--- src/rtl/alu_issue_sequencer.sv ---
// Decodes oper/func into ALU control code and PSR write mask, sequencing multiply over MUL_CYCLES cycles.
// Latency: 1 cycle fire-to-out_valid for single-cycle ops, MUL_CYCLES cycles for MUL/MULI.
// Backpressure: result held stable in HOLD until out_ready; in_ready follows out_ready there for back-to-back issue.
module alu_issue_sequencer #(
    parameter int MUL_CYCLES   = 4,
    parameter int CNT_W        = 3,
    parameter int ILLEGAL_TRAP = 1
) (
    input  logic       clk,
    input  logic       reset,
    input  logic       in_valid,
    output logic       in_ready,
    input  logic [3:0] oper,
    input  logic [3:0] func,
    input  logic       flush,
    output logic       out_valid,
    input  logic       out_ready,
    output logic [4:0] alu_cont,
    output logic [4:0] psr_wr_en,
    output logic       busy,
    output logic       illegal
);

    typedef enum logic [1:0] {S_IDLE, S_MUL, S_HOLD} state_t;

    state_t           state_q, state_d;
    logic [CNT_W-1:0] cnt_q, cnt_d;
    logic [4:0]       code_q, code_d;
    logic [4:0]       mask_q, mask_d;
    logic             ill_q, ill_d;

    logic       dec_legal;
    logic       dec_mul;
    logic       alu_grp;
    logic [3:0] efunc;
    logic [4:0] dec_code;
    logic [4:0] dec_mask;
    logic       fire;

    // Instruction decode: ALU-group opers (0000 and immediates) share the func table.
    always_comb begin
        dec_legal = 1'b1;
        dec_mul   = 1'b0;
        dec_code  = 5'b00000;
        dec_mask  = 5'b00000;
        alu_grp   = 1'b0;
        efunc     = func;
        case (oper)
            4'h0: begin
                alu_grp = 1'b1;
                efunc   = func;
            end
            4'h4: begin
                case (func)
                    4'h8:    dec_code = 5'b01000;
                    4'hC:    dec_code = 5'b10001;
                    4'hD:    dec_code = 5'b00111;
                    default: dec_legal = 1'b0;
                endcase
            end
            4'h8: begin
                case (func)
                    4'h0, 4'h2: dec_code = 5'b01100;
                    4'h1:       dec_code = 5'b01101;
                    4'h3:       dec_code = 5'b01111;
                    4'h4:       dec_code = 5'b01011;
                    4'h6:       dec_code = 5'b01110;
                    default:    dec_legal = 1'b0;
                endcase
            end
            4'hC:    dec_code = 5'b10000;
            4'hF:    dec_code = 5'b01001;
            default: begin
                alu_grp = 1'b1;
                efunc   = oper;
            end
        endcase
        if (alu_grp) begin
            case (efunc)
                4'h1, 4'hF: begin dec_code = 5'b00011; dec_mask = 5'b00010; end
                4'h2:       begin dec_code = 5'b00100; dec_mask = 5'b00010; end
                4'h3:       begin dec_code = 5'b00101; dec_mask = 5'b00010; end
                4'h4:       begin dec_code = 5'b01010; dec_mask = 5'b00010; end
                4'h5, 4'h6: begin dec_code = 5'b00000; dec_mask = 5'b10111; end
                4'h7:       begin dec_code = 5'b00000; dec_mask = 5'b00000; end
                4'h9, 4'hA: begin dec_code = 5'b00001; dec_mask = 5'b10111; end
                4'hB:       begin dec_code = 5'b00001; dec_mask = 5'b01011; end
                4'hD:       dec_code = 5'b01000;
                4'hE:       begin dec_code = 5'b00010; dec_mul = 1'b1; end
                default:    dec_legal = 1'b0;
            endcase
            // CMPI updates the full arithmetic flag set, unlike register CMP.
            if (oper == 4'hB) begin
                dec_mask = 5'b10111;
            end
        end
        // Illegal encodings degrade to a flagless ADD; only the illegal flag depends on trapping.
        if (!dec_legal) begin
            dec_code = 5'b00000;
            dec_mask = 5'b00000;
            dec_mul  = 1'b0;
        end
    end

    assign in_ready = !reset && !flush &&
                      ((state_q == S_IDLE) || ((state_q == S_HOLD) && out_ready));
    assign fire     = in_valid && in_ready;

    // Next-state: accept, count down multiply, hold until consumed; flush overrides all.
    always_comb begin
        state_d = state_q;
        cnt_d   = cnt_q;
        code_d  = code_q;
        mask_d  = mask_q;
        ill_d   = ill_q;
        case (state_q)
            S_IDLE: ;
            S_MUL: begin
                if (cnt_q <= CNT_W'(1)) begin
                    state_d = S_HOLD;
                    cnt_d   = '0;
                end else begin
                    cnt_d = cnt_q - CNT_W'(1);
                end
            end
            S_HOLD: begin
                if (out_ready && !fire) begin
                    state_d = S_IDLE;
                end
            end
            default: state_d = S_IDLE;
        endcase
        if (fire) begin
            code_d = dec_code;
            mask_d = dec_mask;
            ill_d  = !dec_legal && (ILLEGAL_TRAP != 0);
            if (dec_mul && (MUL_CYCLES > 1)) begin
                state_d = S_MUL;
                cnt_d   = CNT_W'(MUL_CYCLES - 1);
            end else begin
                state_d = S_HOLD;
                cnt_d   = '0;
            end
        end
        if (flush) begin
            state_d = S_IDLE;
            cnt_d   = '0;
        end
    end

    // State and latched decode registers with synchronous reset.
    always_ff @(posedge clk) begin
        if (reset) begin
            state_q <= S_IDLE;
            cnt_q   <= '0;
            code_q  <= 5'b00000;
            mask_q  <= 5'b00000;
            ill_q   <= 1'b0;
        end else begin
            state_q <= state_d;
            cnt_q   <= cnt_d;
            code_q  <= code_d;
            mask_q  <= mask_d;
            ill_q   <= ill_d;
        end
    end

    assign out_valid = (state_q == S_HOLD);
    assign busy      = (state_q == S_MUL);
    assign illegal   = out_valid && ill_q;
    assign alu_cont  = busy ? 5'b00010 : (out_valid ? code_q : 5'b00000);
    // PSR is written only on the consuming handshake so stalls never double-write.
    assign psr_wr_en = (out_valid && out_ready) ? mask_q : 5'b00000;

endmodule

--- config.mk ---
export PLATFORM = sky130hd
export DESIGN_NAME = alu_issue_sequencer
export DESIGN_NICKNAME = d
export VERILOG_FILES = /design/src/rtl/alu_issue_sequencer.sv
export SDC_FILE = /design/constraint.sdc
export NUM_CORES = 1
export LEC_CHECK = 0
export BUFFER_PORTS_ARGS = -buffer_cell sky130_fd_sc_hd__buf_2
export CORE_UTILIZATION = 40
export DETAILED_ROUTE_END_ITERATION = 8
export MAX_ROUTING_LAYER = met4
export RECOVER_POWER = 50
export REMOVE_ABC_BUFFERS = 1
export SLEW_MARGIN = 20
export SYNTH_ARGS = -nofsm -noshare
export SYNTH_HDL_FRONTEND = slang
export SYNTH_SLANG_ARGS = --single-unit
--- constraint.sdc ---
create_clock -name clk -period 3.33 [get_ports clk]
set_clock_uncertainty 0.15 [all_clocks]
set_input_delay 0.4995 -clock clk [delete_from_list [all_inputs] [get_ports clk]]
set_output_delay 0.4995 -clock clk [all_outputs]
set_load 0.05 [all_outputs]
==> flow_summary.json, run 1 <==
{
  "row_count": 21,
  "n_antenna_cell": 0,
  "port_buffers": 26,
  "synth_common_cells": "15 x dfxtp_1, 14 x nor2_1, 12 x nand2_1, 12 x o21ai_0",
  "numCtsBuffers": 3,
  "cp-end-kind": "register",
  "synth_area_um2": 1460,
  "gr-usage-all-layers": 0.205,
  "dp_cells": 250,
  "p_comb_frac": 0.323,
  "grt_max_degree": 26,
  "die_y_um": 62.4,
  "cts_root_buf": "clkbuf_4",
  "drv_slew": 0,
  "outcome": "completed",
  "drt_iter0_markers": 81,
  "ys_seq_area_frac": 0.206,
  "first_pass_iters": 4,
  "avgRoutedWirePerCell_um": 14.6,
  "syn2layout_area_growth_pct": 7.72,
  "p_int_w": 0.000280,
  "whs_ps": 309,
  "routed_wl_um": 3700,
  "layout_setup_ws_ps": 581,
  "ctsHoldBuffers": 0,
  "min_period_over_period": 0.826,
  "maxCapViolations": 0,
  "switching_power_w": 0.000150,
  "synthTopCellsByArea": "dfxtp_1 21%, o21ai_0 4.1%, a21oi_1 3.8%",
  "synth_top_area_share": 0.206,
  "yosys_warnings": 0,
  "cp_cell_sequence": "buf_2 -> or2_1 -> or4b_1 -> or4_1 -> a211oi_1",
  "critPathMaxFanout": 22,
  "regToRegSetupSlack_ps": 760,
  "crit_slowest_cell": "or4b_1",
  "dp_hpwl_um": 2680,
  "slowest_delay_ps": 840,
  "synth_flop_cell": "dfxtp_1",
  "ys_seq_elements": 15,
  "place_area_um2": 1560,
  "gp_congestion": 0.853,
  "antenna_found_initial": 0,
  "grt_pass1_vias": 1406,
  "drc_errors": 0,
  "tritoncts": "yes",
  "grt_first_pass_wirelength_um": 6400,
  "coreArea_um2": 3420,
  "rsz0062_at_grt": "no",
  "ios": 27,
  "insertion_delay_ps": 280,
  "reg2reg_depth": 4,
  "htreeDepth": 1,
  "crit_path_start_kind": "primary input",
  "clk_path_buf_depth": 2,
  "avgSynthCellArea_um2": 7.41,
  "p_per_area_nw_per_um2": 274,
  "max_freq_mhz": 364,
  "min_to": "code_q[2]$_SDFFE_PP0P_",
  "syn_inst": 197,
  "vias_per_cell": 5.94,
  "synth_cell_types": 55,
  "num_vias": 1508,
  "async_flop_share": 0,
  "r2r-end": "state_q[0]$_SDFFE_PN0P_",
  "finalHoldViolations": 0,
  "post-place-ws_ps": 561,
  "min_period_ps": 2750,
  "die-width_um": 62.4,
  "maxSlewHeadroom": 0.542,
  "netSwitchingFraction": 0.349,
  "drive_gt1_frac": 0.154,
  "synth-edff-count": 0,
  "critPathTopFamily": "simple AND/OR/NAND/NOR gates",
  "clk_pin_slew_worst_paths_ps": 90,
  "die-area_um2": 3890,
  "hold_class": "register to register",
  "hold_path_depth": 2,
  "seqPwrFrac": 0.438,
  "hold_start": "code_q[2]$_SDFFE_PP0P_",
  "clock_sinks": 15,
  "nets": 224,
  "finalSetupViolations": 0,
  "worstPathArrival_ps": 2800,
  "r2r_start": "state_q[1]$_SDFFE_PN0P_",
  "peakVddDrop_mv": 0.161,
  "ctsResizeCount": 0,
  "grt_overflow": 0,
  "drtAntennaViolNets": 0,
  "crit_required_ps": 3380,
  "pwr-share-clk": 0.239,
  "start_util": 0.427,
  "post-cts-setup-buffer-count": 0,
  "tns_ps": 0,
  "yosysMostFrequentCell": "dfxtp_1",
  "leakage_nw": 0.607,
  "final_area_um2": 1570,
  "tightest_slew_ps": 687,
  "final_cells": 254,
  "critPathBufInv": 1,
  "criticalPathCategory": "primary input to register",
  "yosysTopAreaCell": "dfxtp_1"
}
==> tightest hold or removal path, cell delays in order, from the launching register on <==
cell and delay (ps):
dfxtp_1 320, nand2_1 50, a21oi_1 50
==> power groups by stage <==
stage                     Sequential [W]  Clock, W  Combinational [W]
after floorplan                 0.000192         0          0.0000913
after global placement          0.000192         0           0.000138
after detailed placement        0.000193         0           0.000139
after CTS                       0.000189  0.000107           0.000140
after global routing            0.000189  0.000118           0.000153
final                           0.000188  0.000103           0.000139
==> through the flow <==
| step | total power, W | util |
|---|---|---|
| 5_1_grt | 0.000460 | 0.460 |
| 6_report | 0.000430 | 0.460 |
| 4_1_cts | 0.000435 | 0.466 |
| 3_3_place_gp | 0.000330 | 0.458 |
| 3_5_place_dp | 0.000332 | 0.458 |
| 2_1_floorplan | 0.000283 | - |
==> layer usage <==
metal / GRT usage / part of all wire / up-vias / routed length (um)
met2: 0.352 / 0.50 / 43 / 1840
met3: 0.0328 / 0.045 / 4 / 165
met5: - / 0 / - / 0
met4: 0.0291 / 0.0092 / 0 / 34
li1: - / - / 750 / -
met1: 0.259 / 0.45 / 711 / 1660
==> final cells by class <==
| class | instances | area, um^2 |
|---|---|---|
| Fill cell | 360 | 1840 |
| Multi-Input combinational cell | 158 | 1040 |
| Sequential cell | 15 | 300 |
| Timing Repair Buffer | 26 | 123 |
| Tap cell | 46 | 57.6 |
| Clock buffer | 3 | 22.5 |
| Inverter | 5 | 18.8 |
| Clock inverter | 1 | 5.00 |
==> sequential cells by signal, indices dropped and copies added (netlist names) <==
register and count:
state_q 2, mask_q 4, code_q 5, ill_q 1
cnt_q 3
==> kinds of logic after synthesis <==
| group | count (synthesis) | share of synthesized area |
|---|---|---|
| AOI/OAI and AO/OA | 65 | 0.324 |
| DFF | 15 | 0.206 |
| and+or+nand+nor | 86 | 0.353 |
| xor gates and xnor gates | 5 | 0.0300 |
| buffers and inverters | 24 | 0.0695 |
| adders and majority gates | 2 | 0.0171 |
==> how the worst max path moves through the flow <==
| stage | from | endpoint | cells past startpoint | slack, ps |
|---|---|---|---|---|
| 2_1_floorplan | state_q[1]$_SDFFE_PN0P_ | psr_wr_en[2] | 2 | 440 |
| 3_3_place_gp | reset | state_q[0]$_SDFFE_PN0P_ | 5 | 700 |
| 3_5_place_dp | reset | code_q[1]$_SDFFE_PP0P_ | 6 | 560 |
| 4_1_cts | reset | code_q[1]$_SDFFE_PP0P_ | 6 | 850 |
| 5_1_grt | reset | code_q[1]$_SDFFE_PP0P_ | 6 | 350 |
| 6_report | reset | state_q[0]$_SDFFE_PN0P_ | 5 | 580 |
==> placed cells by master (no fill, tap or decap), types with 6 or more instances in the layout <==
cell / Yosys / routed
nand2_1: 12 / 12
and3_1: 6 / 6
nor2b_1: 8 / 8
clkbuf_1: 11 / 6
nand3_1: 6 / 6
a21oi_1: 11 / 11
nand2b_1: 6 / 6
buf_2: 6 / 20
o21ai_0: 12 / 12
nor2_1: 14 / 14
dfxtp_1: 15 / 15
(Power assumes the default switching activity.)
==> run 2: changes to the inputs <==
--- a/config.mk
+++ b/config.mk
@@ -5,6 +5,7 @@
 export SDC_FILE = /design/constraint.sdc
 export NUM_CORES = 1
 export LEC_CHECK = 0
+export ABC_AREA = 1
 export BUFFER_PORTS_ARGS = -buffer_cell sky130_fd_sc_hd__buf_2
 export CORE_UTILIZATION = 40
 export DETAILED_ROUTE_END_ITERATION = 8
==> constraint.sdc (replaced) <==
create_clock -name clk -period 2.7 [get_ports clk]
set_clock_uncertainty 0.15 [all_clocks]
set_input_delay 0.405 -clock clk [delete_from_list [all_inputs] [get_ports clk]]
set_output_delay 0.405 -clock clk [all_outputs]
set_load 0.05 [all_outputs]
==> run 2 against run 1 <==
Net effect:
- critical endpoint is now mask_q[1]$_SDFFE_PP0P_
- combinational power barely moved
- wire length is 17% lower
- via count shrank 7.7%
- synthesized cell count rose by 13%
- highest routed layer unchanged
- global-route usage decreased by 0.86 points
==> flow_summary.json, run 2 <==
{
  "slowest_delay_ps": 400,
  "post-place-ws_ps": 551,
  "yosysTopAreaCell": "dfxtp_1",
  "p_per_area_nw_per_um2": 337,
  "p_int_w": 0.000325,
  "ios": 27,
  "gr-usage-all-layers": 0.196,
  "nFillCells": 369,
  "worstPathArrival_ps": 2320,
  "pwr-share-clk": 0.261,
  "nets": 265,
  "die-width_um": 59.4,
  "insertion_delay_ps": 290,
  "drive_gt1_frac": 0.185,
  "row_count": 20,
  "first_pass_iters": 4,
  "synth-edff-count": 0,
  "cp_common_cell": "nand2_1",
  "ctsHoldBuffers": 0,
  "finalHoldViolations": 0,
  "coreArea_um2": 3100,
  "routed_wl_um": 3060,
  "p_comb_frac": 0.280,
  "ctsResizeCount": 0,
  "outcome": "completed",
  "min_period_ps": 2240,
  "numCtsBuffers": 3,
  "grt_max_degree": 19,
  "clk_path_buf_depth": 2,
  "rsz0062_at_grt": "no",
  "tritoncts": "yes",
  "tightest_slew_ps": 605,
  "r2r_start": "state_q[1]$_SDFFE_PN0P_",
  "mostFrequentLayoutCell": "nand2_1",
  "switching_power_w": 0.000174,
  "finalSetupViolations": 0,
  "crit_slowest_cell": "nand2_1",
  "critPathMaxFanout": 18,
  "crit_required_ps": 2780,
  "synth_top_area_share": 0.227,
  "netSwitchingFraction": 0.348,
  "grt_overflow": 0,
  "num_vias": 1392,
  "ys_seq_elements": 15,
  "avgRoutedWirePerCell_um": 10.4,
  "ys_seq_area_frac": 0.227,
  "grt_first_pass_wirelength_um": 5190,
  "worstSetupEndpoint": "mask_q[1]$_SDFFE_PP0P_",
  "largest_register_ffs": 5,
  "path_depth": 12,
  "syn2layout_area_growth_pct": 12.0,
  "synth_flop_cell": "dfxtp_1",
  "synth_area_um2": 1320,
  "n_antenna_cell": 0,
  "leakage_nw": 0.721,
  "avgSynthCellArea_um2": 5.92,
  "cts_root_buf": "clkbuf_4",
  "syn_inst": 223,
  "drv_slew": 0,
  "crit_start": "reset",
  "regMostFlops": "code_q",
  "drtAntennaViolNets": 0,
  "most-common-layout-cells": "64 x nand2_1, 35 x inv_1, 31 x nor2_1",
  "r2r-end": "mask_q[1]$_SDFFE_PP0P_",
  "synth_common_cells": "61 x nand2_1, 35 x inv_1, 30 x nor2_1, 16 x a21oi_1, 15 x dfxtp_1",
  "reg_top3": "code_q: 5 flops, mask_q: 4 flops, cnt_q: 3 flops",
  "clk_pin_slew_worst_paths_ps": 100,
  "maxCapViolations": 0,
  "clock_sinks": 15,
  "critPathTopFamily": "simple AND/OR/NAND/NOR gates",
  "cp-end-kind": "register",
  "hold_class": "primary input to register",
  "drt_iter0_markers": 68,
  "seqPwrFrac": 0.460,
  "vias_per_cell": 4.75,
  "critPathBufInv": 4,
  "dp_hpwl_um": 2470,
  "die-area_um2": 3530,
  "reg2reg_depth": 9,
  "port_buffers": 26,
  "die_y_um": 59.4,
  "finalPower_w": 0.000499,
  "crit_path_start_kind": "primary input",
  "yosysMostFrequentCell": "nand2_1",
  "layout_setup_ws_ps": 463,
  "start_util": 0.425,
  "fin_util": 0.477,
  "max_freq_mhz": 447,
  "criticalPathCategory": "primary input to register",
  "yosys_warnings": 0,
  "post-cts-setup-buffer-count": 0,
  "async_flop_share": 0,
  "regToRegSetupSlack_ps": 680,
  "htreeDepth": 1,
  "gp_congestion": 0.899,
  "seq_area_um2": 300,
  "multiInputGateArea_um2": 827,
  "grt_pass1_vias": 1229,
  "drc_errors": 0,
  "synthTopCellsByArea": "dfxtp_1 23%, nand2_1 17%, inv_1 10%",
  "cp_cell_sequence": "buf_2 -> nor2_1 -> inv_1 -> a211oi_4 -> nand2_1 -> nor2_1 -> nand2_1 -> clkinvlp_2 -> nand2_1 -> nand3_2 -> nand2_1 -> inv_1",
  "synth_cell_types": 32,
  "min_period_over_period": 0.828,
  "maxSlewHeadroom": 0.596,
  "peakVddDrop_mv": 0.177,
  "antenna_found_initial": 0
}
## run 2: changes by cell type after synthesis, moves of 6 or more
cell      delta
nand2_2      +7
nand2_1     +49
nor2b_1      -8
nor2_1      +16
buf_2        -6
inv_1       +30
clkbuf_1    -10
nand2b_1     -6
## run 2: power by group through the flow
stage / sequential [W] / clock (W) / combinational, W
2_1_floorplan: 0.000234 / 0 / 0.000102
3_3_place_gp: 0.000235 / 0 / 0.000143
3_5_place_dp: 0.000235 / 0 / 0.000142
4_1_cts: 0.000230 / 0.000137 / 0.000143
5_1_grt: 0.000230 / 0.000143 / 0.000158
6_report: 0.000229 / 0.000130 / 0.000139
## run 2: through the flow
step / TNS, ps / area (um^2) / hold WS, ps / cells
2_1_floorplan: -1180 / 1290 / 283 / 219
3_3_place_gp: 0 / 1480 / 303 / 289
3_5_place_dp: 0 / 1480 / 307 / 289
4_1_cts: 0 / 1500 / 233 / 293
5_1_grt: 0 / 1480 / 291 / 293
6_report: 0 / 1480 / 260 / 293
## run 2: final cells by class
type,instances,area share
multi-input combinational,167,0.559
sequential,15,0.203
clock buffer,3,0.0152
clock inverter,1,0.00338
tap,44,0.0372
inverter,37,0.0948
timing repair buffer,26,0.0871
## run 2: logic make-up (layout without fill, tap and decap cells)
group                    count (synthesis)  count (layout)  synth area share
AO/OA/AOI/OAI                           37              37             0.179
XOR/XNOR                                 1               1           0.00664
adder cells (fa/ha/maj)                  2               2            0.0190
buffers and inverters                   41              67             0.129
flip-flops                              15              15             0.227
AND/OR/NAND/NOR                        127             127             0.439
## run 2: layer usage
layer | up-vias | share of wire | GRT usage
met4 | 0 | 0.0085 | 0.0578
met5 | - | 0 | -
met3 | 2 | 0.039 | 0.0284
met1 | 598 | 0.49 | 0.251
met2 | 37 | 0.46 | 0.319
li1 | 755 | - | -
## run 2: how the worst min path moves through the flow
stage	from	endpoint	slack (ps)	cells past startpoint
after detailed placement	code_q[2]$_SDFFE_PP0P_	code_q[2]$_SDFFE_PP0P_	310	2
after global routing	flush	state_q[0]$_SDFFE_PN0P_	290	4
after CTS	flush	cnt_q[0]$_SDFFE_PN0P_	230	4
final	flush	cnt_q[1]$_SDFFE_PN0P_	260	4
after global placement	ill_q$_SDFFE_PP0P_	ill_q$_SDFFE_PP0P_	300	2
after floorplan	ill_q$_SDFFE_PP0P_	ill_q$_SDFFE_PP0P_	280	2
## run 2: tightest hold or removal path, delay by kind of cell
family / cells / cell delay [ps]
AOI/OAI and AO/OA: 2 / 120
buffers and inverters: 1 / 80
and+or+nand+nor: 1 / 60
==> run 3: changes to the inputs <==
==> constraint.sdc (replaced) <==
create_clock -name clk -period 1.95 [get_ports clk]
set_clock_uncertainty 0.15 [all_clocks]
set_input_delay 0.2925 -clock clk [delete_from_list [all_inputs] [get_ports clk]]
set_output_delay 0.2925 -clock clk [all_outputs]
set_load 0.05 [all_outputs]
==> run 3 against run 2 <==
Net effect:
- setup slack got worse by 310 ps
- critical endpoint is now alu_cont[3]
- clock-buffer cell count is the same
- power grew 40%
- combinational power up 46%
- final cell count up 2.0%
==> flow_summary.json, run 3 (same netlist as run 2, synthesis figures left out) <==
{
  "regMostFlops": "code_q",
  "hold_class": "primary input to register",
  "drive_gt1_frac": 0.231,
  "p_int_w": 0.000457,
  "rsz0062_at_grt": "no",
  "ios": 27,
  "crit_path_start_kind": "register",
  "maxSlewHeadroom": 0.777,
  "final_area_um2": 1570,
  "routed_wl_um": 3110,
  "mostFrequentLayoutCell": "nand2_1",
  "place_area_um2": 1520,
  "row_count": 20,
  "grt_max_degree": 11,
  "clk_pin_slew_worst_paths_ps": 100,
  "drc_errors": 0,
  "n_antenna_cell": 0,
  "worstPathArrival_ps": 1350,
  "ctsHoldBuffers": 0,
  "gr-usage-all-layers": 0.202,
  "critPathMaxFanout": 5,
  "crit_required_ps": 1510,
  "min_period_ps": 1790,
  "finalHoldViolations": 0,
  "drtAntennaViolNets": 0,
  "clock_sinks": 15,
  "vias_per_cell": 4.82,
  "avgRoutedWirePerCell_um": 10.4,
  "clk_path_buf_depth": 2,
  "critPathBufInv": 3,
  "drt_iter0_markers": 57,
  "netSwitchingFraction": 0.347,
  "nets": 271,
  "most-common-layout-cells": "62 x nand2_1, 35 x inv_1, 28 x nor2_1",
  "largest_register_ffs": 5,
  "seqPwrFrac": 0.454,
  "grt_first_pass_wirelength_um": 5330,
  "maxCapViolations": 0,
  "htreeDepth": 1,
  "p_comb_frac": 0.290,
  "grt_pass1_vias": 1310,
  "p_per_area_nw_per_um2": 445,
  "coreArea_um2": 3100,
  "min_period_over_period": 0.920,
  "switching_power_w": 0.000243,
  "drv_slew": 0,
  "criticalPathCategory": "register to output pin",
  "syn2layout_area_growth_pct": 19.2,
  "numCtsBuffers": 3,
  "die-area_um2": 3530,
  "die_y_um": 59.4,
  "nFillCells": 371,
  "cp_cell_sequence": "inv_1 -> nor2_4 -> inv_1 -> nor2_1 -> buf_4",
  "crit_slowest_cell": "dfxtp_2",
  "cp-end-kind": "output pin",
  "antenna_found_initial": 0,
  "cts_root_buf": "clkbuf_4",
  "leakage_nw": 0.755,
  "first_pass_iters": 4,
  "post-cts-setup-buffer-count": 0,
  "die-width_um": 59.4,
  "finalPower_w": 0.000701,
  "critPathTopFamily": "buffers and inverters",
  "dp_hpwl_um": 2570,
  "port_buffers": 26,
  "start_util": 0.425,
  "num_vias": 1442,
  "insertion_delay_ps": 290,
  "reg_top3": "code_q: 5 flops, mask_q: 4 flops, cnt_q: 3 flops",
  "pwr-share-clk": 0.256,
  "fin_util": 0.507,
  "tritoncts": "yes",
  "max_freq_mhz": 558,
  "finalSetupViolations": 0,
  "gp_congestion": 0.921,
  "grt_overflow": 0,
  "slowest_delay_ps": 390,
  "tightest_slew_ps": 334,
  "outcome": "completed",
  "cp_common_cell": "inv_1",
  "peakVddDrop_mv": 0.167
}
[run 3: through the flow]
step / hold WS (ps) / TNS, ps / std cells / setup slack, ps
final: 170 / 0 / 299 / 157
after global routing: 173 / 0 / 299 / 49.2
after CTS: 175 / 0 / 299 / 27.3
after detailed placement: 306 / 0 / 295 / 116
after global placement: 306 / 0 / 295 / 113
after floorplan: 212 / -8080 / 219 / -1230
[run 3: layout make-up]
cell class	instances	area, um^2	share of cell area
Clock inverter	1	5.00	0.00318
Multi-Input combinational cell	167	852	0.541
Timing Repair Buffer	32	196	0.125
Tap cell	44	55.1	0.0350
Inverter	37	141	0.0898
Clock buffer	3	22.5	0.0143
Sequential cell	15	302	0.192
[run 3: repair_timing]
action                     4_1_cts  5_1_grt
resized for setup               11        5
gates cloned                     0        0
hold endpoints to repair         0        0
setup endpoints to repair       10       10
[run 3: final timing paths]
check,depth (start not counted),start,end,slack [ps]
worst max-delay path,5,state_q[1]$_SDFFE_PN0P_,alu_cont[3],160
worst min-delay path,4,flush,state_q[1]$_SDFFE_PN0P_,170
worst max register to register,7,state_q[1]$_SDFFE_PN0P_,state_q[1]$_SDFFE_PN0P_,220
worst min register to register,2,mask_q[2]$_SDFFE_PP0P_,mask_q[2]$_SDFFE_PP0P_,320
[run 3: per-layer routing]
layer | routed length, um | share of wire | track usage
met1 | 1540 | 0.49 | 0.247
met2 | 1460 | 0.47 | 0.348
met3 | 83 | 0.027 | 0.0197
met4 | 24 | 0.0077 | 0.0612
met5 | 0 | 0 | -
[run 3: worst min-delay path: cells and delay by family]
family / cells / cell delay, ps
AND/OR/NAND/NOR: 1 / 40
AO/OA/AOI/OAI: 1 / 40
buffers and inverters: 2 / 220
[run 3: power by group through the flow]
stage,logic [W],clock network (W),registers (W)
after floorplan,0.000141,0,0.000324
after global placement,0.000208,0,0.000325
after detailed placement,0.000206,0,0.000325
after CTS,0.000207,0.000188,0.000318
after global routing,0.000230,0.000209,0.000319
final,0.000203,0.000179,0.000318
